--- src/rtl/fetch_unit.sv ---
// Instruction fetch stage: owns the program counter, reads instruction memory over a
// req/ack handshake and holds each fetched word until the downstream stage consumes it.
module fetch_unit #(
    parameter logic [15:0] RESET_PC = 16'h0000,
    parameter int          TIMEOUT  = 15
) (
    input  logic        clk,
    input  logic        rst,
    input  logic        halt,
    output logic        mem_req,
    output logic [15:0] mem_addr,
    input  logic        mem_ack,
    input  logic [15:0] mem_rdata,
    output logic [15:0] instr,
    output logic [15:0] pc,
    output logic        instr_valid,
    input  logic        consume,
    input  logic        branch_en,
    input  logic [15:0] branch_target,
    output logic        fault
);

    typedef enum logic [1:0] {IDLE, REQ, HOLD, FAULT} state_t;

    localparam logic [7:0] TIMEOUT_CNT = 8'(TIMEOUT);

    state_t      state, state_next;
    logic [7:0]  wait_cnt, wait_cnt_next;
    logic [15:0] pc_next, mem_addr_next, instr_next;
    logic        mem_req_next, instr_valid_next, fault_next;
    logic [15:0] pc_consumed;
    logic        timed_out;

    // pc + 1 wraps naturally in 16 bits
    assign pc_consumed = branch_en ? branch_target : pc + 16'd1;
    assign timed_out   = (wait_cnt + 8'd1) == TIMEOUT_CNT;

    always_ff @(posedge clk) begin
        if (!rst) begin
            state       <= IDLE;
            wait_cnt    <= 8'd0;
            pc          <= RESET_PC;
            mem_req     <= 1'b0;
            mem_addr    <= 16'h0000;
            instr       <= 16'h0000;
            instr_valid <= 1'b0;
            fault       <= 1'b0;
        end else begin
            state       <= state_next;
            wait_cnt    <= wait_cnt_next;
            pc          <= pc_next;
            mem_req     <= mem_req_next;
            mem_addr    <= mem_addr_next;
            instr       <= instr_next;
            instr_valid <= instr_valid_next;
            fault       <= fault_next;
        end
    end

    always_comb begin
        state_next = state;
        case (state)
            IDLE:    if (!halt) state_next = REQ;
            REQ: begin
                if (mem_ack)        state_next = HOLD;
                else if (timed_out) state_next = FAULT;
            end
            HOLD:    if (consume) state_next = halt ? IDLE : REQ;
            FAULT:   state_next = FAULT;
            default: state_next = IDLE;
        endcase
    end

    // A started fetch ignores halt; it only gates the start of the next one
    always_comb begin
        wait_cnt_next    = wait_cnt;
        pc_next          = pc;
        mem_req_next     = mem_req;
        mem_addr_next    = mem_addr;
        instr_next       = instr;
        instr_valid_next = instr_valid;
        fault_next       = fault;
        case (state)
            IDLE: begin
                if (!halt) begin
                    mem_req_next  = 1'b1;
                    mem_addr_next = pc;
                    wait_cnt_next = 8'd0;
                end
            end
            REQ: begin
                if (mem_ack) begin
                    instr_next       = mem_rdata;
                    instr_valid_next = 1'b1;
                    mem_req_next     = 1'b0;
                    wait_cnt_next    = 8'd0;
                end else begin
                    wait_cnt_next = wait_cnt + 8'd1;
                    if (timed_out) begin
                        mem_req_next = 1'b0;
                        fault_next   = 1'b1;
                    end
                end
            end
            HOLD: begin
                if (consume) begin
                    instr_valid_next = 1'b0;
                    pc_next          = pc_consumed;
                    if (!halt) begin
                        mem_req_next  = 1'b1;
                        mem_addr_next = pc_consumed;
                        wait_cnt_next = 8'd0;
                    end
                end
            end
            FAULT: begin
                mem_req_next     = 1'b0;
                instr_valid_next = 1'b0;
                fault_next       = 1'b1;
            end
            default: begin
                mem_req_next = 1'b0;
            end
        endcase
    end

endmodule
--- config.mk ---
export PLATFORM = sky130hd
export DESIGN_NAME = fetch_unit
export DESIGN_NICKNAME = d
export VERILOG_FILES = /design/src/rtl/fetch_unit.sv
export SDC_FILE = /design/constraint.sdc
export NUM_CORES = 1
export LEC_CHECK = 0
export ABC_AREA = 1
export CAP_MARGIN = 20
export CORE_MARGIN = 10
export CORE_UTILIZATION = 37
export CTS_BUF_LIST = sky130_fd_sc_hd__clkbuf_4 sky130_fd_sc_hd__clkbuf_8 sky130_fd_sc_hd__clkbuf_16
export DETAILED_ROUTE_END_ITERATION = 16
export HOLD_SLACK_MARGIN = 0.08
export PLACE_DENSITY = 0.75
export SYNTH_ARGS = -nofsm -noshare
export SYNTH_HDL_FRONTEND = slang
export SYNTH_SLANG_ARGS = --single-unit
--- constraint.sdc ---
create_clock -name clk -period 2 [get_ports clk]
set_clock_uncertainty 0.2 [all_clocks]
set_input_delay 0.2 -clock clk [delete_from_list [all_inputs] [get_ports clk]]
set_output_delay 0.2 -clock clk [all_outputs]
set_load 0.02 [all_outputs]
==> results.cfg, run 1 <==
[run_status]
status = finished, final reports clean

[drt]
post_drt_wl_per_cell_microns = 14.8
ant_nets = 0
routed_via_density = 5.03
vias = 3224
drc = 0
drt_wl_total_microns = 9510
drtPass1Iterations = 5
first_iter_violations = 206

[critical_path]
critPathSlowestCell = clkdlybuf4s50_1
worst-path-stages = 1
crit_path_end_kind = output pin
r2r_setup_slack_ns = 0.18
path_cells = clkdlybuf4s50_1
path_buf_inv = 1
crit_family = buffers and inverters
critPathKind = reg -> out
startpoint_type = flop
worst_ep_arrival_time_ns = 1.51
r2r_cells = 9
cp_max_fo = 7
cp.required_ns = 1.60
slowest_delay_ns = 0.67

[global_routing]
grt_pass1_wl_microns = 15700
grt_usage_pct = 14.9
grt_max_degree = 33
grt_overflow = 0
grt_pass1_vias = 3228
antenna_found_initial = 0

[power]
intPower_mw = 2.26
swShare_pct = 29.9
p_per_area_nw_per_um2 = 746
p_comb_share_pct = 24.0
p_seq_share_pct = 42.7
totalPowerFinal_mw = 3.22
power.switching_uw = 962
p_clk_share_pct = 33.3
p_leak_nw = 1.76
peakVddDrop_v = 0.000413

[logic_synthesis]
ys_ff_latch = 61
seq_area_frac_synth_pct = 39.3
syn_area_sq_um = 3110
netlist_instances = 442
syn_avg_cell_area_sq_um = 7.04
ys_types = 37
syn_nets = 483
ys_warn_count = 0

[hold_path]
holdCritPathClass = in -> reg
hold-path-cell-count = 3

[clock_tree]
worstSkewPairLatency_ns = 0.34
htreeDepth = 3
cts_setup_buffers = 0
clockRootBuffer = clkbuf_8
clk_pin_slew_ns = 0.07
numCtsBuffers = 9
cts_buffer_depth = 2
cts_tree = yes
clock_sinks = 61

[placement]
place_area_sq_um = 4130
dp_hpwl_microns = 7120
io_buffer_count = 88
gp_congestion = 0.853
dp_slack_ns = 0.158

[sta]
setup_tns_ns = 0
setup_ws_ns = 0.0867
period_minus_slack_ns = 1.91
fmax_mhz = 523
finalSetupViolCount = 0
period_share_pct = 95.7
tightest_slew_ns = 0.321
drv_slew = 0
hold_ws_ns = 0.211
hold_viol_final = 0
slew-limit-headroom_pct = 78.3
rsz0062_at_grt = no

[flow_run]
max_cap_violations = 0

[floorplan]
initial_core_util_pct = 37.9
core_area_sq_um = 8220
dieWidth_microns = 112
die_h_microns = 112
rows = 33
boundaryPins = 89
dieArea_sq_um = 12500

[cells_and_area]
nets = 575
final_cell_area_sq_um = 4320
fill_cells = 785
final_cell_mix = nand2_1, clkdlybuf4s50_1, a21oi_1
final_common_cell = nand2_1
post_route_cells_drive_above_1_share_pct = 11.4
syn2layout_area_growth_pct = 38.7
antenna_cells = 0
-- final timing paths --
check	end	from
setup / recovery	pc[5]	pc[5]
hold / removal	instr[5]	mem_rdata[5]
setup reg to reg	state[1]	wait_cnt[1]
hold reg to reg	instr[4]	instr[4]
-- through the flow --
| step | cells | util, % |
|---|---|---|
| finish | 641 | 52.5 |
| global placement | 628 | 50.2 |
| floorplan | 442 | - |
| CTS | 641 | 52.5 |
| detailed placement | 628 | 50.2 |
| global route | 641 | 52.5 |
-- layer usage --
| metal | GRT usage [%] | routed length [microns] |
|---|---|---|
| met1 | 17.4 | 4140 |
| met3 | 5.26 | 771 |
| met4 | 6.51 | 193 |
| met5 | 0 | 0 |
| met2 | 24.1 | 4410 |
-- timing repair --
item                       CTS  global route
gates resized for setup      0             3
setup endpoints to repair    0             4
hold buffers                 0             0
-- cell usage after synthesis --
cell	n	area, sq um
o221ai_1	3	26.3
o21bai_1	1	7.51
buf_6	3	33.8
o22ai_1	1	6.26
buf_4	2	15.0
clkinv_1	1	3.75
nor2_2	4	25.0
mux2i_1	1	10.0
ha_1	3	37.5
dfxtp_1	61	1220
a21oi_1	69	345
nand2_2	8	50.1
nor3_1	3	15.0
xor2_1	4	35.0
nand3_2	1	10.0
buf_1	1	3.75
clkbuf_1	9	33.8
nand3_1	20	100
nand4_1	3	18.8
inv_2	8	30.0
buf_2	2	10.0
nand2_4	1	11.3
xnor2_1	1	8.76
nor3_2	2	20.0
nand2_1	119	447
nor2_4	3	33.8
clkinv_2	2	10.0
nor2_1	12	45.0
o21ai_1	13	65.1
a31oi_1	2	12.5
nor2_8	4	80.1
nand3b_1	1	7.51
inv_1	37	139
or2_1	1	6.26
o21ai_0	33	165
a21oi_2	1	8.76
inv_4	2	12.5
-- flip-flops by register name (all words and copies together), names as in the netlist --
register and count:
mem_req 1, instr 16, mem_addr 16, instr_valid 1, state 2, wait_cnt 8, fault 1, pc 16
-- logic make-up after synthesis --
family          after synthesis  share of synthesized area (%)
flops                        61                           39.3
compound gates              123                           20.5
simple gates                182                           28.0
mux                           1                          0.322
buf+inv                      67                           9.37
xor+xnor                      5                           1.41
fa+ha+maj                     3                           1.21
-- power by group through the flow --
stage | clock [mW] | combinational [mW] | sequential (mW)
CTS | 1.10 | 0.780 | 1.37
floorplan | 0 | 0.331 | 1.49
global placement | 0 | 0.762 | 1.40
finish | 1.07 | 0.772 | 1.38
detailed placement | 0 | 0.775 | 1.40
global route | 1.15 | 0.841 | 1.39
-- worst register-to-register path, delay by kind of cell, from the launching register on --
| family | cells | cell delay [ns] |
|---|---|---|
| fa+ha+maj | 1 | 0.21 |
| simple gates | 6 | 0.63 |
| flops | 1 | 0.39 |
| compound gates | 2 | 0.31 |
-- area by class of cell --
cell class,count,area [sq um],share of cell area (%)
clock buffers,11,151,3.51
inverters,50,195,4.52
multi-input cells,314,1600,37.0
flip-flops and latches,61,1220,28.4
repair buffers,98,981,22.7
clock inverters,2,35.0,0.812
well taps,105,131,3.04
No activity file was read; power rests on OpenSTA's default activity.
==> run 2: changes to the inputs <==
--- a/config.mk
+++ b/config.mk
@@ -11,4 +11,5 @@
 export CORE_UTILIZATION = 37
 export CTS_BUF_LIST = sky130_fd_sc_hd__clkbuf_4 sky130_fd_sc_hd__clkbuf_8 sky130_fd_sc_hd__clkbuf_16
+export CTS_CLUSTER_DIAMETER = 50
 export DETAILED_ROUTE_END_ITERATION = 16
 export HOLD_SLACK_MARGIN = 0.08
==> constraint.sdc (replaced) <==
create_clock -name clk -period 2 [get_ports clk]
set_clock_uncertainty 0.2 [all_clocks]
set_input_delay 0.4 -clock clk [delete_from_list [all_inputs] [get_ports clk]]
set_output_delay 0.4 -clock clk [all_outputs]
set_load 0.02 [all_outputs]
==> results.cfg, run 2 (synthesis gave the netlist of run 1 again) <==
[drt]
drt_wl_total_microns = 9650
drc = 0
ant_nets = 0
post_drt_wl_per_cell_microns = 14.9
drtPass1Iterations = 5
vias = 3242
first_iter_violations = 191
routed_via_density = 5.02

[floorplan]
boundaryPins = 89
dieWidth_microns = 112
die_h_microns = 112
dieArea_sq_um = 12500
core_area_sq_um = 8220
rows = 33
initial_core_util_pct = 37.9

[clock_tree]
worstSkewPairLatency_ns = 0.34
cts_setup_buffers = 0
cts_tree = yes
clockRootBuffer = clkbuf_8
clk_pin_slew_ns = 0.07
hold_buffers = 0
clock_sinks = 61
htreeDepth = 3
cts_buffer_depth = 2
numCtsBuffers = 9

[critical_path]
startpoint_type = flop
critPathKind = reg -> out
crit_path_end_kind = output pin
startpoint = pc[8]
path_buf_inv = 1
worst_ep_arrival_time_ns = 1.37
worstReg2RegEnd = state[1]
r2r_cells = 9
r2r_setup_slack_ns = 0.18
critPathSlowestCell = clkdlybuf4s50_1
cp.required_ns = 1.40
cp-endpoint = pc[8]
path_cells = clkdlybuf4s50_1
slowest_delay_ns = 0.64
r2r_start = wait_cnt[1]
worst-path-stages = 1
crit_family = buffers and inverters
cp_max_fo = 4

[global_routing]
grt_pass1_vias = 3186
grt_max_degree = 39
grt_overflow = 0
antenna_found_initial = 0
grt_pass1_wl_microns = 15700
grt_usage_pct = 15.1

[power]
p_per_area_nw_per_um2 = 749
totalPowerFinal_mw = 3.24
p_comb_share_pct = 23.6
swShare_pct = 30.8
p_seq_share_pct = 42.4
intPower_mw = 2.24
p_leak_nw = 1.86
peakVddDrop_v = 0.000432
p_clk_share_pct = 34.0
power.switching_uw = 999

[sta]
finalSetupViolCount = 0
rsz0062_at_grt = no
drv_slew = 0
slew-limit-headroom_pct = 72.0
hold_viol_final = 0
period_minus_slack_ns = 1.97
fmax_mhz = 507
period_share_pct = 98.7
tightest_slew_ns = 0.417
setup_ws_ns = 0.0260

[run_status]
status = finished, final reports clean

[cells_and_area]
final_common_cell = nand2_1
top_regs = instr: 16 flops, mem_addr: 16 flops, pc: 16 flops
syn2layout_area_growth_pct = 39.2
fin_cells = 646
antenna_cells = 0
final_cell_mix = nand2_1, clkdlybuf4s50_1, a21oi_1
post_route_cells_drive_above_1_share_pct = 12.0
fill_cells = 788
ff_latch_area_sq_um = 1220
multi_input_area_sq_um = 1600
nets = 577

[placement]
dpl.cell_count = 630
io_buffer_count = 88
dp_hpwl_microns = 7160
gp_congestion = 0.868
dp_slack_ns = -0.000428

[hold_path]
holdCritPathClass = reg -> reg

[flow_run]
max_cap_violations = 0
## run 2: cell count changes in the layout (fill, tap and decap cells not counted), moves of 2 or more
cell	change
buf_4	+2
clkdlybuf4s50_1	-13
clkinv_2	+3
dlygate4sd2_1	+11
dlymetal6s2s_1	+2
## run 2: layout make-up
class	count	share of cell area, %
sequential	61	28.2
tap	105	3.03
timing repair buffer	100	22.8
multi-input combinational	314	36.9
clock buffer	11	3.35
inverter	50	4.51
clock inverter	5	1.16
## run 2: worst min path at each step
stage	slack, ns	start	to	cells after the start
6_report	0.27	instr[2]	instr[2]	2
2_1_floorplan	0.25	wait_cnt[7]	wait_cnt[7]	2
5_1_grt	0.28	instr_valid	instr_valid	2
3_5_place_dp	0.26	instr_valid	instr_valid	2
4_1_cts	0.27	instr[15]	instr[15]	2
3_3_place_gp	0.25	instr[13]	instr[13]	2
## run 2: timing repair
action,4_1_cts,5_1_grt
pin swaps,0,0
hold endpoints to repair,0,0
setup endpoints to repair,11,7
resized for setup,11,4
## run 2: per-stage QoR
step,utilization (%),instance area [sq um],TNS [ns],hold slack (ns)
global route,52.7,4330,0,0.277
floorplan,-,3110,0,0.247
global placement,50.4,4140,-0.00513,0.251
detailed placement,50.4,4140,-0.000428,0.256
finish,52.7,4330,0,0.266
CTS,52.6,4320,0,0.268
## run 2: power by group through the flow
stage	logic, mW	registers, mW	clock network, mW
after global placement	0.765	1.40	0
after CTS	0.770	1.38	1.12
after detailed placement	0.775	1.40	0
after global routing	0.833	1.39	1.18
after floorplan	0.331	1.49	0
final	0.765	1.38	1.10
## run 2: metal layers
metal | vias to the layer above | share of wire, % | track usage, %
li1 | 1640 | - | -
met1 | 1467 | 44 | 18.0
met2 | 121 | 46 | 23.6
met3 | 14 | 8.2 | 5.53
met4 | 0 | 2.1 | 7.03
met5 | - | 0 | 0
==> run 3: changes to the inputs <==
==> constraint.sdc (replaced) <==
create_clock -name clk -period 2 [get_ports clk]
set_clock_uncertainty 0.2 [all_clocks]
set_input_delay 0.4 -clock clk [delete_from_list [all_inputs] [get_ports clk]]
set_output_delay 0.4 -clock clk [all_outputs]
set_load 0.005 [all_outputs]
==> results.cfg, run 3 (synthesis gave the netlist of run 1 again) <==
[critical_path]
crit_path_end_kind = output pin
r2r_cells = 10
startpoint = pc[7]
cp_max_fo = 6
crit_family = buffers and inverters
r2r_setup_slack_ns = 0.17
startpoint_type = flop
path_cells = clkdlybuf4s50_1
critPathKind = reg -> out
path_buf_inv = 1
slowest_delay_ns = 0.55
cp.required_ns = 1.40
worstReg2RegEnd = mem_req
critPathSlowestCell = clkdlybuf4s50_1
worst-path-stages = 1
worst_ep_arrival_time_ns = 1.34
r2r_start = wait_cnt[1]
cp-endpoint = pc[7]

[power]
intPower_mw = 2.33
swShare_pct = 28.0
p_seq_share_pct = 42.5
p_per_area_nw_per_um2 = 739
p_comb_share_pct = 21.0
power.switching_uw = 906
p_leak_nw = 1.79
peakVddDrop_v = 0.000347
p_clk_share_pct = 36.5
totalPowerFinal_mw = 3.24

[placement]
dp_hpwl_microns = 6940
dpl.cell_count = 632
gp_congestion = 0.842
io_buffer_count = 88

[sta]
hold_ws_ns = 0.265
finalSetupViolCount = 0
slew-limit-headroom_pct = 77.5
fmax_mhz = 516
hold_viol_final = 0
setup_tns_ns = 0
period_minus_slack_ns = 1.94
rsz0062_at_grt = yes
tightest_slew_ns = 0.334
drv_slew = 0
period_share_pct = 97.0

[clock_tree]
cts_buffer_depth = 2
cts_tree = yes
worstSkewPairLatency_ns = 0.34
clk_pin_slew_ns = 0.07
hold_buffers = 0
clockRootBuffer = clkbuf_8
htreeDepth = 3
numCtsBuffers = 9
clock_sinks = 61

[cells_and_area]
post_route_cells_drive_above_1_share_pct = 13.1
final_cell_mix = nand2_1, clkdlybuf4s50_1, a21oi_1
post-route-util_pct = 53.3
final_common_cell = nand2_1
antenna_cells = 0
nets = 579
fin_cells = 648
top_regs = instr: 16 flops, mem_addr: 16 flops, pc: 16 flops
syn2layout_area_growth_pct = 40.8

[floorplan]
boundaryPins = 89
dieWidth_microns = 112
initial_core_util_pct = 37.9
rows = 33
dieArea_sq_um = 12500
core_area_sq_um = 8220
die_h_microns = 112

[drt]
routed_via_density = 4.92
ant_nets = 0
vias = 3188
drc = 0
first_iter_violations = 198
drtPass1Iterations = 5
post_drt_wl_per_cell_microns = 14.3
drt_wl_total_microns = 9250

[global_routing]
grt_pass1_vias = 3147
grt_max_degree = 33
grt_overflow = 0
grt_usage_pct = 14.6
grt_pass1_wl_microns = 15400
antenna_found_initial = 0

[flow_run]
max_cap_violations = 0

[hold_path]
holdCritPathClass = reg -> reg

[run_status]
status = finished, final reports clean
## run 3: worst reg2reg max path, stage by stage (launching register included)
cell and delay [ns]:
dfxtp_1 0.39, ha_2 0.22, nand3_1 0.15, o21ai_1 0.15, nand2_1 0.08, nor2_1 0.12, nand3_1 0.10, nand2_1 0.13
nand2_1 0.09, nand2_1 0.07, nor2_1 0.04
## run 3: power by group through the flow
stage,sequential [mW],combinational (mW),clock (mW)
CTS,1.37,0.688,1.20
finish,1.38,0.679,1.18
detailed placement,1.40,0.683,0
global placement,1.40,0.674,0
global route,1.39,0.753,1.26
floorplan,1.40,0.331,0
## run 3: area by class of cell
class / instances / area [sq um]
clock inverter: 3 / 42.5
clock buffer: 13 / 173
fill: 768 / 3840
multi-input combinational: 314 / 1600
timing repair buffer: 102 / 1010
inverter: 50 / 195
tap: 105 / 131
sequential: 61 / 1230
## run 3: layer usage
metal,up-vias,track usage (%),part of all wire (%)
li1,1640,-,-
met1,1414,17.0,43
met2,120,23.7,46
met3,14,5.74,9.2
met4,0,5.40,1.7
met5,-,0,0
## run 3: per-stage QoR
step           instance area, sq um  setup WS, ns
2_1_floorplan                  3110         0.359
3_3_place_gp                   4160        0.0835
3_5_place_dp                   4160        0.0177
4_1_cts                        4370       0.00327
5_1_grt                        4380      -0.00787
6_report                       4380        0.0609
## run 3: what timing repair did
action,in CTS,in global routing
hold endpoints to repair,0,0
resized for setup,0,6
setup endpoints to repair,0,13
setup buffers,0,0
## run 3: worst min-delay path by stage
stage	from	end	slack [ns]	cells after the start
global route	instr[2]	instr[2]	0.28	2
floorplan	wait_cnt[7]	wait_cnt[7]	0.25	2
detailed placement	instr_valid	instr_valid	0.26	2
global placement	instr[13]	instr[13]	0.25	2
finish	instr[4]	instr[4]	0.27	2
CTS	instr[7]	instr[7]	0.27	2
